### config.mk
export PLATFORM = sky130hd
export DESIGN_NAME = mem_bus_arbiter
export DESIGN_NICKNAME = d
export VERILOG_FILES = /design/src/rtl/mem_bus_arbiter.sv
export SDC_FILE = /design/constraint.sdc
export NUM_CORES = 1
export LEC_CHECK = 0
export CORE_AREA = 2 2 200 202
export DETAILED_ROUTE_END_ITERATION = 16
export DIE_AREA = 0 0 202 204
export GPL_TIMING_DRIVEN = 0
export PLACE_DENSITY = 0.46
export SLEW_MARGIN = 20
export SYNTH_ARGS = -nofsm -noshare
export SYNTH_HDL_FRONTEND = slang
export SYNTH_SLANG_ARGS = --single-unit
### constraint.sdc
create_clock -name clk -period 1.9 [get_ports clk]
set_input_delay 0.38 -clock clk [delete_from_list [all_inputs] [get_ports clk]]
set_output_delay 0.38 -clock clk [all_outputs]
set_load 0.05 [all_outputs]
### src/rtl/mem_bus_arbiter.sv
// Memory bus arbiter: shares one core bus between instruction fetch (ibus) and
// the MEM stage (dbus). dbus wins contention unless ibus has been passed over
// STARVE_MAX times in a row. A flushed fetch still completes on the bus, but its
// response is swallowed.
module mem_bus_arbiter #(
    parameter int unsigned ADDR_W     = 64,
    parameter int unsigned DATA_W     = 64,
    parameter int unsigned STARVE_MAX = 4
) (
    input  logic                clk,
    input  logic                resetn,
    // fetch side
    input  logic                i_req_valid,
    input  logic [ADDR_W-1:0]   i_req_addr,
    input  logic                i_flush,
    output logic                i_resp_valid,
    output logic [31:0]         i_resp_data,
    // MEM-stage side
    input  logic                d_req_valid,
    input  logic [ADDR_W-1:0]   d_req_addr,
    input  logic [2:0]          d_req_size,
    input  logic [DATA_W/8-1:0] d_req_strobe,
    input  logic [DATA_W-1:0]   d_req_wdata,
    output logic                d_resp_valid,
    output logic [DATA_W-1:0]   d_resp_data,
    // core bus
    output logic                bus_valid,
    output logic [ADDR_W-1:0]   bus_addr,
    output logic [2:0]          bus_size,
    output logic [DATA_W/8-1:0] bus_strobe,
    output logic [DATA_W-1:0]   bus_wdata,
    input  logic                bus_ready,
    input  logic [DATA_W-1:0]   bus_data
);

    localparam int unsigned     CntW      = $clog2(STARVE_MAX + 1);
    localparam logic [CntW-1:0] StarveMax = CntW'(STARVE_MAX);

    typedef enum logic [1:0] {StIdle, StBusyI, StBusyD} state_e;

    state_e          state_q;
    logic            drop_q;
    logic [CntW-1:0] starve_q;

    logic            i_elig;
    logic            pick_i;
    logic            pick_d;
    logic [CntW-1:0] starve_inc;

    // Grant decision for the IDLE cycle; a flushed fetch is not eligible.
    always_comb begin
        i_elig     = i_req_valid && !i_flush;
        pick_d     = d_req_valid && !(i_elig && (starve_q == StarveMax));
        pick_i     = i_elig && !pick_d;
        starve_inc = (starve_q == StarveMax) ? starve_q : starve_q + 1'b1;
    end

    // Arbiter FSM with registered bus request outputs.
    always_ff @(posedge clk) begin
        if (!resetn) begin
            state_q    <= StIdle;
            drop_q     <= 1'b0;
            starve_q   <= '0;
            bus_valid  <= 1'b0;
            bus_addr   <= '0;
            bus_size   <= 3'b000;
            bus_strobe <= '0;
            bus_wdata  <= '0;
        end else begin
            unique case (state_q)
                StIdle: begin
                    if (pick_d) begin
                        state_q    <= StBusyD;
                        bus_valid  <= 1'b1;
                        bus_addr   <= d_req_addr;
                        bus_size   <= d_req_size;
                        bus_strobe <= d_req_strobe;
                        bus_wdata  <= d_req_wdata;
                        // Only count passes over a fetch that is actually waiting.
                        starve_q   <= i_req_valid ? starve_inc : '0;
                    end else if (pick_i) begin
                        state_q    <= StBusyI;
                        bus_valid  <= 1'b1;
                        bus_addr   <= i_req_addr;
                        bus_size   <= 3'b010;
                        bus_strobe <= '0;
                        bus_wdata  <= '0;
                        starve_q   <= '0;
                        drop_q     <= 1'b0;
                    end else if (!i_req_valid) begin
                        starve_q   <= '0;
                    end
                end
                StBusyI: begin
                    if (bus_ready) begin
                        state_q   <= StIdle;
                        bus_valid <= 1'b0;
                        drop_q    <= 1'b0;
                    end else if (i_flush) begin
                        drop_q    <= 1'b1;
                    end
                end
                StBusyD: begin
                    if (bus_ready) begin
                        state_q   <= StIdle;
                        bus_valid <= 1'b0;
                    end
                end
                default: begin
                    state_q   <= StIdle;
                    bus_valid <= 1'b0;
                end
            endcase
        end
    end

    // Response pulses follow bus_ready directly; a flush on the ready cycle also drops.
    always_comb begin
        i_resp_valid = (state_q == StBusyI) && bus_ready && !drop_q && !i_flush;
        d_resp_valid = (state_q == StBusyD) && bus_ready;
        i_resp_data  = i_resp_valid ? bus_data[31:0] : 32'h0;
        d_resp_data  = d_resp_valid ? bus_data : '0;
    end

endmodule

==> impl_metrics.ini, run 1 <==
[routing]
drc = 0
drt_iter0_markers = 297
wl_mm = 38.1
drtAntennaViolNets = 0
wl_per_cell_um = 19.5
vias = 8386
dr.pass1.iters = 5
via_per_inst = 4.30

[clock_network]
h-tree-depth = 4
insertion_delay_ns = 0.44
cts_root_buffer = clkbuf_16
cts_tree = built
clockBufferDepth = 2
cts_num_sinks = 146
clk_pin_slew_ns = 0.06
cts_buffers = 17

[die]
rows = 73
ios = 511
start_util = 0.174
core_area_mm2 = 0.0392
die-area_mm2 = 0.0412
die-width_um = 202
die_h_um = 204

[yosys]
ys_types = 34
synth_flop_cell = dfxtp_1
async_flop_share = 0
synthesis.nets = 1134
syn_inst = 856
syn_area_mm2 = 0.00682
synth-edff-count = 0
postSynthAreaPerCell_um2 = 7.97
ys_seq_area_frac = 0.428
synth_seq_cells = 146
ys_warn_count = 0

[sta]
worst_pin_slew_ns = 0.679
setup_viol_count_final = 98
relSlewSlack = 0.547
layout_setup_ws_ns = -0.307
finalCriticalPeriod_ns = 2.21
max_freq_ghz = 0.453
rsz0062_at_grt = true
whs_ns = 0.435
finClkSkew_ns = 0.00818
final_hold_viol_count = 0
finalCritPeriodShare = 1.16
fin_setup_tns_ns = -19.07
drv_slew = 0

[critical_path]
cp_top_family = buffers and inverters
critPathRequiredTime_ns = 1.52
timing.rr.start = state_q[1]
cp_slowest_cell = dfxtp_2
crit_path_end_kind = output pin
arrival_ns = 1.83
cpPeakStageDelay_ns = 0.33
critPathKind = register to output pin
critical_path.cell_chain = inv_2 > ha_4 > nand2_4 > nor3_4 > buf_6 > buf_6 > buf_8 > and2_1 > buf_6
cpMostUsedCell = buf_6
critPathMaxFanout = 5
worstRegToRegCells = 10
crit_buf_inv = 5
critPathLaunchType = register
timing.rr.end = bus_wdata[60]
rrSetupSlack_ns = 0.12

[layout]
area.growth.synth_to_final_pct = 114
register_area_mm2 = 0.00293
fillers = 3959
multi_input_area_mm2 = 0.00389
num-nets-final = 1686
drive_above_1_share = 0.260
fin_util = 0.373

[place]
post-place-ws_ns = -1.52
dp_hpwl_mm = 28.7
gp_congestion = 0.873
port-buffer-count = 509

[power]
power_switching_mw = 3.76
fin_total_pwr_mw = 10.9
power.share.sequential = 0.317
ir_drop_mv = 0.629
pwr-share-comb = 0.338
p_sw_frac = 0.344
power_frac_clock = 0.345
power_density_mw_per_mm2 = 747
p_leak_nw = 6.22
p_int_mw = 7.15

[grt]
grt_usage = 0.176
grt-ovfl-total = 0
grt_max_degree = 17
grt_pass1_wl_mm = 54.4
antenna_found_initial = 2
grt_pass1_vias = 8620

[outcome]
violations = setup timing
status = complete, but fails checks

[worst_hold_path]
hold_end = drop_q
hold_start = bus_ready
whs_path_depth = 4
hold_path_class = primary input to register

[flow_run]
maxCapViolations = 0
-- cell families after synthesis --
| kind of cell | Yosys count | synth area share |
|---|---|---|
| DFF | 146 | 0.428 |
| adders and majority gates | 5 | 0.00917 |
| buffers and inverters | 94 | 0.0658 |
| and+or+nand+nor | 392 | 0.256 |
| AOI/OAI and AO/OA | 219 | 0.240 |
-- cell usage after synthesis, types with 3 or more instances --
library cell  instances  share of area
o22ai_1              24          0.022
a31oi_1              66          0.061
o22ai_2              50          0.092
o21ai_0              64          0.047
and3_1               64          0.059
dfxtp_1             146           0.43
ha_1                  5         0.0092
and2_1               34          0.031
buf_4                 5         0.0055
nor2b_1               3         0.0028
nand2_1             284           0.16
buf_6                 6         0.0099
clkbuf_1             49          0.027
inv_1                 8         0.0044
buf_2                25          0.018
-- worst max path at each step --
stage                     from               to  slack [ns]  depth (start not counted)
floorplan           state_q[1]  i_resp_data[12]        0.02                          6
global placement     bus_ready  d_resp_data[61]       -1.55                          5
detailed placement   bus_ready  d_resp_data[62]       -1.52                          5
CTS                 state_q[1]   i_resp_data[2]       -0.43                          8
global route        state_q[1]  i_resp_data[17]       -0.39                          9
finish              state_q[1]  i_resp_data[21]       -0.31                          9
-- per-stage QoR --
| step | cell area [µm²] | std cells |
|---|---|---|
| floorplan | 6850 | 856 |
| global placement | 12600 | 1890 |
| detailed placement | 12600 | 1890 |
| CTS | 14100 | 1937 |
| global route | 14600 | 1948 |
| finish | 14600 | 1948 |
-- power by group through the flow --
stage               clock network (mW)  logic, mW  registers (mW)
floorplan                            0       1.02            4.44
global placement                     0       3.52            3.53
detailed placement                   0       3.51            3.53
CTS                               3.89       3.58            3.46
global route                      4.00       3.89            3.49
finish                            3.77       3.68            3.46
-- final cells by class --
type | instances | share of cell area
multi-input combinational | 616 | 0.267
timing repair buffer | 538 | 0.400
sequential | 146 | 0.201
inverter | 8 | 0.00223
antenna | 2 | 0.000343
clock buffer | 24 | 0.0344
tap | 525 | 0.0450
clock inverter | 8 | 0.0101
buffer | 81 | 0.0411
-- placed cells by master, fill, tap and decap left out, types with 2 or more instances in the layout --
master	count
buf_6	23
diode_2	2
clkbuf_8	8
clkbuf_1	28
buf_12	12
clkinv_4	2
ha_4	2
and2_4	30
and2_1	4
clkbuf_4	3
o22ai_1	24
a31oi_1	66
a21boi_0	2
bufinv_16	4
dfxtp_1	144
buf_4	21
dlygate4sd2_1	140
a32o_1	2
ha_1	2
nand2_1	283
clkbuf_2	8
buf_8	98
and3_4	64
inv_1	6
clkbuf_16	22
nor2b_1	3
buf_2	10
clkinv_2	2
clkdlybuf4s50_1	270
o22ai_2	50
o21ai_0	64
a32oi_1	2
-- state kept, by name (all words and copies together) (netlist names) --
name	count
starve_q	3
bus_size	3
bus_valid	1
bus_wdata	64
drop_q	1
bus_strobe	8
bus_addr	64
state_q	2
-- worst min-delay path, stage by stage --
cell	delay, ns
clkbuf_2	0.18
nand2_4	0.07
o21ai_0	0.14
a311oi_1	0.05
-- routing by layer --
layer	GRT usage	routed length [µm]	part of all wire
met5	0	0	0
met4	0.0751	1260	0.033
met3	0.0512	2750	0.072
met2	0.323	19800	0.52
met1	0.187	14200	0.37
-- repair_timing --
action | CTS | global route
pin swaps | 14 | 2
setup buffers | 10 | 7
setup endpoints to repair | 370 | 229
gates resized for setup | 1026 | 120
cloned | 8 | 4
hold buffers | 0 | 0
Note: power is estimated with default switching activity, not from simulation.
==> inputs of run 2 (changes only) <==
--- a/config.mk
+++ b/config.mk
@@ -5,6 +5,7 @@
 export SDC_FILE = /design/constraint.sdc
 export NUM_CORES = 1
 export LEC_CHECK = 0
+export CAP_MARGIN = 20
 export CORE_AREA = 2 2 200 202
 export DETAILED_ROUTE_END_ITERATION = 16
 export DIE_AREA = 0 0 202 204
==> results of run 2 <==
Same layout as run 1: the final DEF is identical, and so are final timing and power.
